`src/rtl/uart_mem_cmd_ctrl_if.sv`:
```
// Signal bundle between the UART command controller and its receiver, memory and transmitter.
// master = controller side, slave = environment side.
interface uart_mem_cmd_ctrl_if #(
  parameter int ADDR_BITS = 9,
  parameter int DATA_BITS = 32
);
  logic                 rx_done;
  logic [DATA_BITS-1:0] rx_data;
  logic [ADDR_BITS-1:0] rx_addr;
  logic                 rx_mem_type;
  logic                 rx_rw_flag;
  logic                 imem_we;
  logic                 dmem_we;
  logic                 mem_re;
  logic                 mem_sel;
  logic [ADDR_BITS-1:0] mem_addr;
  logic [DATA_BITS-1:0] mem_wdata;
  logic [DATA_BITS-1:0] mem_rdata;
  logic                 tx_start;
  logic [7:0]           tx_data;
  logic                 tx_busy;
  logic                 tx_done;
  logic                 cpu_hold;
  logic                 busy;
  logic [7:0]           drop_cnt;

  modport master (
    input  rx_done, rx_data, rx_addr, rx_mem_type, rx_rw_flag, mem_rdata, tx_busy, tx_done,
    output imem_we, dmem_we, mem_re, mem_sel, mem_addr, mem_wdata, tx_start, tx_data,
           cpu_hold, busy, drop_cnt
  );

  modport slave (
    output rx_done, rx_data, rx_addr, rx_mem_type, rx_rw_flag, mem_rdata, tx_busy, tx_done,
    input  imem_we, dmem_we, mem_re, mem_sel, mem_addr, mem_wdata, tx_start, tx_data,
           cpu_hold, busy, drop_cnt
  );
endinterface

```
`src/rtl/uart_mem_cmd_ctrl.sv`:
```
// Turns decoded UART command packets into instruction/data memory writes and MSB-first read-backs.
// Optional feature macro: UART_WRITE_ACK_EN (send an 8'hA5 acknowledge byte after each write).
module uart_mem_cmd_ctrl #(
  parameter int ADDR_BITS  = 9,
  parameter int BYTE_COUNT = 4,
  parameter int RD_LATENCY = 1
) (
  input  logic                clk,
  input  logic                reset,
  uart_mem_cmd_ctrl_if.master bus
);
  localparam int DATA_BITS = 8 * BYTE_COUNT;
  localparam int IDX_BITS  = (BYTE_COUNT > 1) ? $clog2(BYTE_COUNT) : 1;

  typedef enum logic [2:0] {
    ST_IDLE     = 3'd0,
    ST_WRITE    = 3'd1,
    ST_RD_REQ   = 3'd2,
    ST_RD_WAIT  = 3'd3,
    ST_TX_BYTE  = 3'd4,
    ST_TX_WAIT  = 3'd5
`ifdef UART_WRITE_ACK_EN
    ,
    ST_ACK      = 3'd6,
    ST_ACK_WAIT = 3'd7
`endif
  } state_t;

  state_t               state_r;
  logic                 imem_we_r;
  logic                 dmem_we_r;
  logic                 mem_re_r;
  logic                 mem_sel_r;
  logic [ADDR_BITS-1:0] mem_addr_r;
  logic [DATA_BITS-1:0] mem_wdata_r;
  logic [DATA_BITS-1:0] word_r;
  logic [IDX_BITS-1:0]  byte_idx_r;
  logic [1:0]           lat_cnt_r;
  logic                 tx_start_r;
  logic [7:0]           tx_data_r;
  logic [7:0]           drop_cnt_r;
  logic                 busy_s;

  assign busy_s       = (state_r != ST_IDLE);
  assign bus.busy     = busy_s;
  assign bus.cpu_hold = busy_s;
  assign bus.imem_we  = imem_we_r;
  assign bus.dmem_we  = dmem_we_r;
  assign bus.mem_re   = mem_re_r;
  assign bus.mem_sel  = mem_sel_r;
  assign bus.mem_addr = mem_addr_r;
  assign bus.mem_wdata = mem_wdata_r;
  assign bus.tx_start = tx_start_r;
  assign bus.tx_data  = tx_data_r;
  assign bus.drop_cnt = drop_cnt_r;

  // Command sequencer: strobes are registered so they are high exactly in the WRITE / RD_REQ cycle.
  always_ff @(posedge clk) begin
    if (reset) begin
      state_r     <= ST_IDLE;
      imem_we_r   <= 1'b0;
      dmem_we_r   <= 1'b0;
      mem_re_r    <= 1'b0;
      mem_sel_r   <= 1'b0;
      mem_addr_r  <= {ADDR_BITS{1'b0}};
      mem_wdata_r <= {DATA_BITS{1'b0}};
      word_r      <= {DATA_BITS{1'b0}};
      byte_idx_r  <= {IDX_BITS{1'b0}};
      lat_cnt_r   <= 2'd0;
      tx_start_r  <= 1'b0;
      tx_data_r   <= 8'h00;
      drop_cnt_r  <= 8'h00;
    end else begin
      imem_we_r  <= 1'b0;
      dmem_we_r  <= 1'b0;
      mem_re_r   <= 1'b0;
      tx_start_r <= 1'b0;
      if (bus.rx_done && busy_s && (drop_cnt_r != 8'hFF)) begin
        drop_cnt_r <= drop_cnt_r + 8'd1;
      end
      case (state_r)
        ST_IDLE: begin
          if (bus.rx_done) begin
            mem_addr_r  <= bus.rx_addr;
            mem_sel_r   <= bus.rx_mem_type;
            mem_wdata_r <= bus.rx_data;
            if (bus.rx_rw_flag) begin
              imem_we_r <= ~bus.rx_mem_type;
              dmem_we_r <= bus.rx_mem_type;
              state_r   <= ST_WRITE;
            end else begin
              mem_re_r  <= 1'b1;
              state_r   <= ST_RD_REQ;
            end
          end
        end
        ST_WRITE: begin
`ifdef UART_WRITE_ACK_EN
          state_r <= ST_ACK;
`else
          state_r <= ST_IDLE;
`endif
        end
        ST_RD_REQ: begin
          lat_cnt_r <= 2'd0;
          state_r   <= ST_RD_WAIT;
        end
        ST_RD_WAIT: begin
          if (lat_cnt_r == 2'(RD_LATENCY - 1)) begin
            word_r     <= bus.mem_rdata;
            byte_idx_r <= {IDX_BITS{1'b0}};
            state_r    <= ST_TX_BYTE;
          end else begin
            lat_cnt_r  <= lat_cnt_r + 2'd1;
          end
        end
        // The word is shifted left after each byte so the top byte is always the next one out.
        ST_TX_BYTE: begin
          if (!bus.tx_busy) begin
            tx_start_r <= 1'b1;
            tx_data_r  <= word_r[DATA_BITS-1 -: 8];
            state_r    <= ST_TX_WAIT;
          end
        end
        ST_TX_WAIT: begin
          if (bus.tx_done) begin
            if (byte_idx_r == IDX_BITS'(BYTE_COUNT - 1)) begin
              byte_idx_r <= {IDX_BITS{1'b0}};
              state_r    <= ST_IDLE;
            end else begin
              byte_idx_r <= byte_idx_r + IDX_BITS'(1);
              word_r     <= {word_r[DATA_BITS-9:0], 8'h00};
              state_r    <= ST_TX_BYTE;
            end
          end
        end
`ifdef UART_WRITE_ACK_EN
        ST_ACK: begin
          if (!bus.tx_busy) begin
            tx_start_r <= 1'b1;
            tx_data_r  <= 8'hA5;
            state_r    <= ST_ACK_WAIT;
          end
        end
        ST_ACK_WAIT: begin
          if (bus.tx_done) begin
            state_r <= ST_IDLE;
          end
        end
`endif
        default: begin
          state_r <= ST_IDLE;
        end
      endcase
    end
  end
endmodule

```
`src/flat_wrapper.sv`:
```
// flat-port wrapper written by rule: the top's interface ports become plain ports
module uart_mem_cmd_ctrl_flat 
#(
  parameter int ADDR_BITS  = 9,
  parameter int BYTE_COUNT = 4,
  parameter int RD_LATENCY = 1
)
  (clk, reset, bus_rx_done, bus_rx_data, bus_rx_addr, bus_rx_mem_type, bus_rx_rw_flag, bus_mem_rdata, bus_tx_busy, bus_tx_done, bus_imem_we, bus_dmem_we, bus_mem_re, bus_mem_sel, bus_mem_addr, bus_mem_wdata, bus_tx_start, bus_tx_data, bus_cpu_hold, bus_busy, bus_drop_cnt);
  uart_mem_cmd_ctrl_if #(.ADDR_BITS(ADDR_BITS)) bus_i ();
  input  logic clk;
  input  logic reset;
  input wire logic [$bits(bus_i.rx_done)-1:0] bus_rx_done;
  input wire logic [$bits(bus_i.rx_data)-1:0] bus_rx_data;
  input wire logic [$bits(bus_i.rx_addr)-1:0] bus_rx_addr;
  input wire logic [$bits(bus_i.rx_mem_type)-1:0] bus_rx_mem_type;
  input wire logic [$bits(bus_i.rx_rw_flag)-1:0] bus_rx_rw_flag;
  input wire logic [$bits(bus_i.mem_rdata)-1:0] bus_mem_rdata;
  input wire logic [$bits(bus_i.tx_busy)-1:0] bus_tx_busy;
  input wire logic [$bits(bus_i.tx_done)-1:0] bus_tx_done;
  output wire logic [$bits(bus_i.imem_we)-1:0] bus_imem_we;
  output wire logic [$bits(bus_i.dmem_we)-1:0] bus_dmem_we;
  output wire logic [$bits(bus_i.mem_re)-1:0] bus_mem_re;
  output wire logic [$bits(bus_i.mem_sel)-1:0] bus_mem_sel;
  output wire logic [$bits(bus_i.mem_addr)-1:0] bus_mem_addr;
  output wire logic [$bits(bus_i.mem_wdata)-1:0] bus_mem_wdata;
  output wire logic [$bits(bus_i.tx_start)-1:0] bus_tx_start;
  output wire logic [$bits(bus_i.tx_data)-1:0] bus_tx_data;
  output wire logic [$bits(bus_i.cpu_hold)-1:0] bus_cpu_hold;
  output wire logic [$bits(bus_i.busy)-1:0] bus_busy;
  output wire logic [$bits(bus_i.drop_cnt)-1:0] bus_drop_cnt;
  assign bus_i.rx_done = bus_rx_done;
  assign bus_i.rx_data = bus_rx_data;
  assign bus_i.rx_addr = bus_rx_addr;
  assign bus_i.rx_mem_type = bus_rx_mem_type;
  assign bus_i.rx_rw_flag = bus_rx_rw_flag;
  assign bus_i.mem_rdata = bus_mem_rdata;
  assign bus_i.tx_busy = bus_tx_busy;
  assign bus_i.tx_done = bus_tx_done;
  assign bus_imem_we = bus_i.imem_we;
  assign bus_dmem_we = bus_i.dmem_we;
  assign bus_mem_re = bus_i.mem_re;
  assign bus_mem_sel = bus_i.mem_sel;
  assign bus_mem_addr = bus_i.mem_addr;
  assign bus_mem_wdata = bus_i.mem_wdata;
  assign bus_tx_start = bus_i.tx_start;
  assign bus_tx_data = bus_i.tx_data;
  assign bus_cpu_hold = bus_i.cpu_hold;
  assign bus_busy = bus_i.busy;
  assign bus_drop_cnt = bus_i.drop_cnt;
  uart_mem_cmd_ctrl #(.ADDR_BITS(ADDR_BITS), .BYTE_COUNT(BYTE_COUNT), .RD_LATENCY(RD_LATENCY)) u_core (.clk(clk), .reset(reset), .bus(bus_i));
endmodule
```
`config.mk`:
```
export PLATFORM = sky130hd
export DESIGN_NAME = uart_mem_cmd_ctrl_flat
export DESIGN_NICKNAME = d
export VERILOG_FILES = /design/src/rtl/uart_mem_cmd_ctrl_if.sv /design/src/rtl/uart_mem_cmd_ctrl.sv /design/src/flat_wrapper.sv
export SDC_FILE = /design/constraint.sdc
export NUM_CORES = 1
export LEC_CHECK = 0
export CAP_MARGIN = 20
export CORE_UTILIZATION = 45
export CTS_BUF_LIST = sky130_fd_sc_hd__clkbuf_4 sky130_fd_sc_hd__clkbuf_8 sky130_fd_sc_hd__clkbuf_16
export DETAILED_ROUTE_END_ITERATION = 8
export GPL_TIMING_DRIVEN = 0
export PLACE_DENSITY = 0.81
export SYNTH_ARGS = -nofsm -noshare
export SYNTH_HDL_FRONTEND = slang
export SYNTH_SLANG_ARGS = --single-unit
```
`constraint.sdc`:
```
create_clock -name clk -period 2 [get_ports clk]
set_clock_uncertainty 0.2 [all_clocks]
set_input_delay 0.4 -clock clk [delete_from_list [all_inputs] [get_ports clk]]
set_output_delay 0.4 -clock clk [all_outputs]
set_load 0.02 [all_outputs]
```
==> results.cfg, run 1 <==
[worst_hold_path]
worstHoldStart = u_core.word_r[29]
worstHoldEndpoint = u_core.bus.tx_data[5]
min_path_type = reg -> reg
worst_hold_path.num_cells = 2

[final_layout]
final_nets = 728
area_growth_syn_to_fin_pct = 43.75
insertedDiodeCount = 0
final_util_pct = 67.51
fillers = 714
multiInputGateArea_um2 = 1903
drive_above_1_share_pct = 11.23
seq_area_um2 = 2024

[clock_network]
cell_at_the_root_of_the_clock_tree = clkbuf_8
ctsHoldBuffers = 0
clock_pin_slew_reported_for_the_worst_setup_and_hold_paths_after_clock_tree_synthesis_ps = 100
cts.path.max_buffers = 2
cts.sink_count = 101
tritoncts.num_buffers = 9
htree_num_levels = 3
cts_tree = done
insertion_delay_ps = 360

[grt]
global_route.overflow_total = 0
largest_net_degree_at_the_start_of_global_routing = 19
number_of_global_route_vias_before_repair = 3761
grt_pass1_wl_um = 17490
globalRouteTotalUtil_pct = 22.56
number_of_antenna_violations_at_the_first_check_in_global_routing = 0

[worst_setup_path]
worst_setup_path_end_kind = primary output
cp_top_family = buffers and inverters
path_buf_inv = 1
worst_setup_path_start_kind = flip-flop
critical_path_class = reg -> out
r2r.worst_path.cells = 7
arrival_time_at_the_worst_endpoint_ps = 1350
critical_path.reg2reg.startpoint = u_core.lat_cnt_r[0]
cp_slowest_cell = clkdlybuf4s50_1
worst-r2r-setup-slack_ps = 100
slowest_stage_delay_on_critical_path_ps = 630
rr_endpoint = u_core.word_r[21]
critical_path_cell_by_cell = clkdlybuf4s50_1
crit_path_max_fanout = 2
crit_required_ps = 1400

[synthesis]
synth_area_per_cell_um2 = 8.474
synth_sequential_area_ratio_pct = 48.90
yosys_register_bits = 101
synth_ff_type = dfxtp_1
ys_async_sr_fraction_pct = 0
synth.area.top_cells = dfxtp_1 49%, nand2_1 12%, a21oi_1 7.4%, a311oi_2 7.3%, nor2_1 3.5%
yosysWarnings = 0
synth.net_count = 571
post_synth_instance_area_um2 = 4135
count_of_different_cell_masters_after_synthesis = 43
synth_cells = 488
post_synth_most_frequent_cells = 132 x nand2_1, 101 x dfxtp_1, 61 x a21oi_1
synth_edf_count = 0
synth_largest_type_area_fraction_pct = 48.90
yosysMostFrequentCell = nand2_1
synth_top_area_cell = dfxtp_1

[detailed_routing]
post_drt_wl_per_cell_um = 14.44
drt_drc_violations_left = 36
num_vias = 3966
drt_iter0_drc = 144
detailedRoute.firstPassIterationCount = 7
detail_route.wirelength_um = 10950
avgViaCountPerCell = 5.232
drt.antenna.violating_nets = 0

[job]
drv.max_cap_violation_count = 0

[timing]
finalCritPeriodShare_pct = 97.73
worst-slew-pin-transition_ps = 540.8
achievable-frequency_mhz = 511.6
final.setup.tns_ps = 0
setup_viol_count_final = 0
slew_headroom_pct = 63.95
drv_slew = 0
hold_ws_ps = 253.2
setup_slack_ps = 45.38
timing.final.hold_violations = 0
min_period_ps = 1955

[floorplanning]
start_util_pct = 46.96
ios = 144
core_area_um2 = 8806
die_footprint_um2 = 9577
rows = 34
die_height_um = 97.86
floorplan.die.width_um = 97.86

[placement]
port_buffers = 143
post-dp-hpwl_um = 8462
routabilityCongestion = 0.8256
placement.setup.worst_slack_ps = -383.9

[power]
switching_power_mw = 1.378
internal_power_mw = 3.157
ir_worst_vdd_mv = 0.3516
switching_share_pct = 30.38
share_seq_of_total_power_pct = 49.0
power.share.combinational_pct = 23.2
total_power_mw = 4.535
power.static_leakage_nw = 2.263
power_frac_clock_pct = 27.8
power_density_nw_per_um2 = 762.8

[outcome]
violated_checks = DRC
outcome = finished with violations
## cells by family (layout without fill, tap and decap cells)
logic type / Yosys count / after routing / share of synthesized area, %
adders and majority gates: 3 / 3 / 0.9078
AOI/OAI and AO/OA: 110 / 110 / 20.18
DFF: 101 / 101 / 48.90
and+or+nand+nor: 224 / 224 / 23.27
buffers and inverters: 44 / 206 / 5.416
xor gates and xnor gates: 4 / 4 / 0.8474
muxes: 2 / 2 / 0.4841
## flip-flops by register name, indices dropped and copies added (netlist names)
register,count
u_core.bus.tx_start,1
u_core.word_r,32
u_core.bus.imem_we,1
u_core.bus.mem_re,1
u_core.bus.mem_wdata,32
u_core.state_r,3
u_core.lat_cnt_r,2
u_core.bus.mem_sel,1
u_core.bus.dmem_we,1
u_core.bus.drop_cnt,8
u_core.bus.mem_addr,9
u_core.bus.tx_data,8
u_core.byte_idx_r,2
## placed cells by master, fill, tap and decap left out, types with 3 or more instances in the layout
| cell type | netlist | final |
|---|---|---|
| buf_6 | 3 | 3 |
| nand3_1 | 26 | 26 |
| a311oi_1 | 4 | 4 |
| nand4_1 | 3 | 3 |
| buf_4 | 5 | 10 |
| clkbuf_8 | 0 | 10 |
| nand3b_1 | 4 | 4 |
| clkdlybuf4s50_1 | 0 | 132 |
| dfxtp_1 | 101 | 99 |
| a21oi_1 | 61 | 61 |
| nand2_1 | 132 | 132 |
| dlymetal6s2s_1 | 0 | 5 |
| o21ai_0 | 5 | 5 |
| dlygate4sd2_1 | 0 | 4 |
| clkbuf_1 | 15 | 14 |
| inv_1 | 5 | 5 |
| a311oi_2 | 20 | 20 |
| xor2_1 | 3 | 3 |
| buf_2 | 14 | 12 |
| a22o_1 | 8 | 8 |
| nor2_1 | 39 | 39 |
## routing by layer
layer | track usage, % | up-vias | part of all wire, %
met1 | 27.51 | 1811 | 43
met2 | 39.65 | 145 | 49
met3 | 4.152 | 14 | 6.8
met4 | 8.042 | 0 | 1.4
met5 | 0 | - | 0
li1 | - | 1996 | -
## layout make-up
type,instances,share of cell area [%]
buffer,38,3.452
multi-input combinational,343,32.01
tap,108,2.273
inverter,5,0.3157
clock inverter,6,0.9051
sequential,101,34.06
timing repair buffer,147,24.67
clock buffer,10,2.315
## worst register-to-register path, cell delays in order, from the launching register on
cell and delay [ps]:
dfxtp_1 310, inv_1 90, ha_2 220, and3b_1 210
o21a_2 200, buf_2 230, nor2_1 90, a311oi_2 250
## how the worst max path moves through the flow
stage	depth (start not counted)	startpoint	to	slack [ps]
floorplan	7	u_core.lat_cnt_r[0]	u_core.word_r[17]	280
global placement	4	reset	u_core.bus.mem_re	-370
detailed placement	4	reset	u_core.word_r[21]	-380
CTS	1	u_core.bus.drop_cnt[6]	bus_drop_cnt[6]	3
global route	7	u_core.lat_cnt_r[0]	u_core.word_r[21]	-5
finish	1	u_core.bus.mem_wdata[28]	bus_mem_wdata[28]	50
## timing repair
item / CTS / global route
endpoints found under the setup margin: 7 / 22
buffers inserted: 1 / 3
pin swaps: 1 / 1
resized for setup: 14 / 9
## power groups by stage
stage	sequential, mW	combinational, mW	clock [mW]
2_1_floorplan	2.35	0.477	0
3_3_place_gp	2.25	1.03	0
3_5_place_dp	2.26	1.05	0
4_1_cts	2.22	1.05	1.29
5_1_grt	2.24	1.13	1.37
6_report	2.22	1.05	1.26
## per-stage QoR
| stage | instance area [um^2] | std cells |
|---|---|---|
| floorplan | 4135 | 488 |
| global placement | 5702 | 739 |
| detailed placement | 5702 | 739 |
| CTS | 5902 | 755 |
| global route | 5944 | 758 |
| finish | 5944 | 758 |
(Power assumes the default switching activity.)
==> inputs of run 2 (changes only) <==
==> constraint.sdc (replaced) <==
create_clock -name clk -period 2.1 [get_ports clk]
set_clock_uncertainty 0.2 [all_clocks]
set_input_delay 0.42 -clock clk [delete_from_list [all_inputs] [get_ports clk]]
set_output_delay 0.42 -clock clk [all_outputs]
set_load 0.02 [all_outputs]
==> results.cfg, run 2 (synthesis results as in run 1) <==
[detailed_routing]
avgViaCountPerCell = 5.238
num_vias = 3955
detail_route.wirelength_um = 10920
drt.antenna.violating_nets = 0
drt_drc_violations_left = 35
drt_iter0_drc = 176
detailedRoute.firstPassIterationCount = 6
post_drt_wl_per_cell_um = 14.46

[timing]
finalCritPeriodShare_pct = 98.94
hold_ws_ps = 254.9
min_period_ps = 2078
drv_slew = 0
final.setup.tns_ps = 0
worst-slew-pin-transition_ps = 597.8
slew_headroom_pct = 60.15
setup_viol_count_final = 0
timing.final.hold_violations = 0
achievable-frequency_mhz = 481.3

[grt]
largest_net_degree_at_the_start_of_global_routing = 19
grt_pass1_wl_um = 17450
number_of_antenna_violations_at_the_first_check_in_global_routing = 0
global_route.overflow_total = 0
globalRouteTotalUtil_pct = 22.51
number_of_global_route_vias_before_repair = 3749

[floorplanning]
rows = 34
die_height_um = 97.86
ios = 144
die_footprint_um2 = 9577
floorplan.die.width_um = 97.86
start_util_pct = 46.96
core_area_um2 = 8806

[worst_setup_path]
cp_top_family = buffers and inverters
critical_path_class = reg -> out
crit_path_max_fanout = 5
worst_setup_path_end_kind = primary output
worst_setup_path_start_kind = flip-flop
critical_path_cell_by_cell = clkdlybuf4s50_1
cp_slowest_cell = clkdlybuf4s50_1
slowest_stage_delay_on_critical_path_ps = 640
arrival_time_at_the_worst_endpoint_ps = 1460
path_buf_inv = 1
crit_required_ps = 1480

[final_layout]
mostFrequentLayoutCell = clkdlybuf4s50_1
area_growth_syn_to_fin_pct = 42.81
insertedDiodeCount = 0
drive_above_1_share_pct = 10.36
most-common-layout-cells = 140 x clkdlybuf4s50_1, 132 x nand2_1, 100 x dfxtp_1
fillers = 713
final_util_pct = 67.06
final_nets = 725

[clock_network]
buffer_count_from_post_cts_setup_fixing = 0
clock_pin_slew_reported_for_the_worst_setup_and_hold_paths_after_clock_tree_synthesis_ps = 100
cts.path.max_buffers = 2
ctsHoldBuffers = 0
tritoncts.num_buffers = 9
cts_tree = done
htree_num_levels = 3
cell_at_the_root_of_the_clock_tree = clkbuf_8
cts.sink_count = 101
insertion_delay_ps = 370

[placement]
post-dp-hpwl_um = 8462
routabilityCongestion = 0.8256
port_buffers = 143

[outcome]
outcome = finished with violations
violated_checks = DRC

[worst_hold_path]
min_path_type = reg -> reg

[power]
total_power_mw = 4.322
power_density_nw_per_um2 = 731.8
power.static_leakage_nw = 2.159
ir_worst_vdd_mv = 0.3387

[job]
drv.max_cap_violation_count = 0
==> run 2: repair_timing <==
item | 4_1_cts | 5_1_grt
endpoints found under the setup margin | 2 | 3
resized for setup | 5 | 4
hold endpoints to repair | 0 | 0
==> run 2: report_power, final <==
group	leakage [nW]	internal (mW)	switching (mW)	total [mW]
Sequential	0.822	2.04	0.0677	2.11
Clock	0.101	0.489	0.722	1.21
Combinational	1.24	0.470	0.532	1.00
Total	2.16	3.00	1.32	4.32
==> run 2: tightest hold or removal path, cell delays in order (launching register included) <==
cell     delay [ps]
dfxtp_1         320
nand2_1          50
a21oi_1          50
==> run 2: worst paths after layout <==
check        slack (ps)                    end  depth (start not counted)              startpoint
max                  20        bus_drop_cnt[3]                          1  u_core.bus.drop_cnt[3]
min                 250  u_core.bus.tx_data[5]                          2       u_core.word_r[29]
max reg2reg         180      u_core.word_r[21]                          7     u_core.lat_cnt_r[0]
min reg2reg         250  u_core.bus.tx_data[5]                          2       u_core.word_r[29]
==> run 2: stage by stage <==
stage                     std cells  cell area [um^2]  setup slack (ps)
after floorplan                 488              4135             377.7
after global placement          739              5702            -285.2
after detailed placement        739              5702            -303.9
after CTS                       755              5901             26.28
after global routing            755              5906            -9.004
final                           755              5906             22.33
==> run 2: layer usage <==
metal	wire length (um)	vias up	share of wire (%)	global-route usage (%)
li1	-	1987	-	-
met1	4694	1808	43	27.51
met5	0	-	0	0
met2	5331	145	49	39.49
met4	169	0	1.5	8.042
met3	719	15	6.6	4.152
==> run 2: cell type report <==
class                      instances  area [um^2]  area share, %
inverter                           5        18.77         0.3178
timing repair buffer             143         1430          24.22
sequential                       101         2023          34.26
multi-input combinational        343         1901          32.18
tap                              108        135.1          2.288
clock inverter                     6        53.80         0.9110
clock buffer                      10        137.6          2.331
buffer                            39        206.4          3.496
==> inputs of run 3 (changes only) <==
--- a/config.mk
+++ b/config.mk
@@ -11,6 +11,7 @@
 export DETAILED_ROUTE_END_ITERATION = 8
 export GPL_TIMING_DRIVEN = 0
 export PLACE_DENSITY = 0.81
+export SLEW_MARGIN = 15
 export SYNTH_ARGS = -nofsm -noshare
 export SYNTH_HDL_FRONTEND = slang
 export SYNTH_SLANG_ARGS = --single-unit
==> results of run 3 <==
Final layout, timing and power as in run 2 (identical DEF).
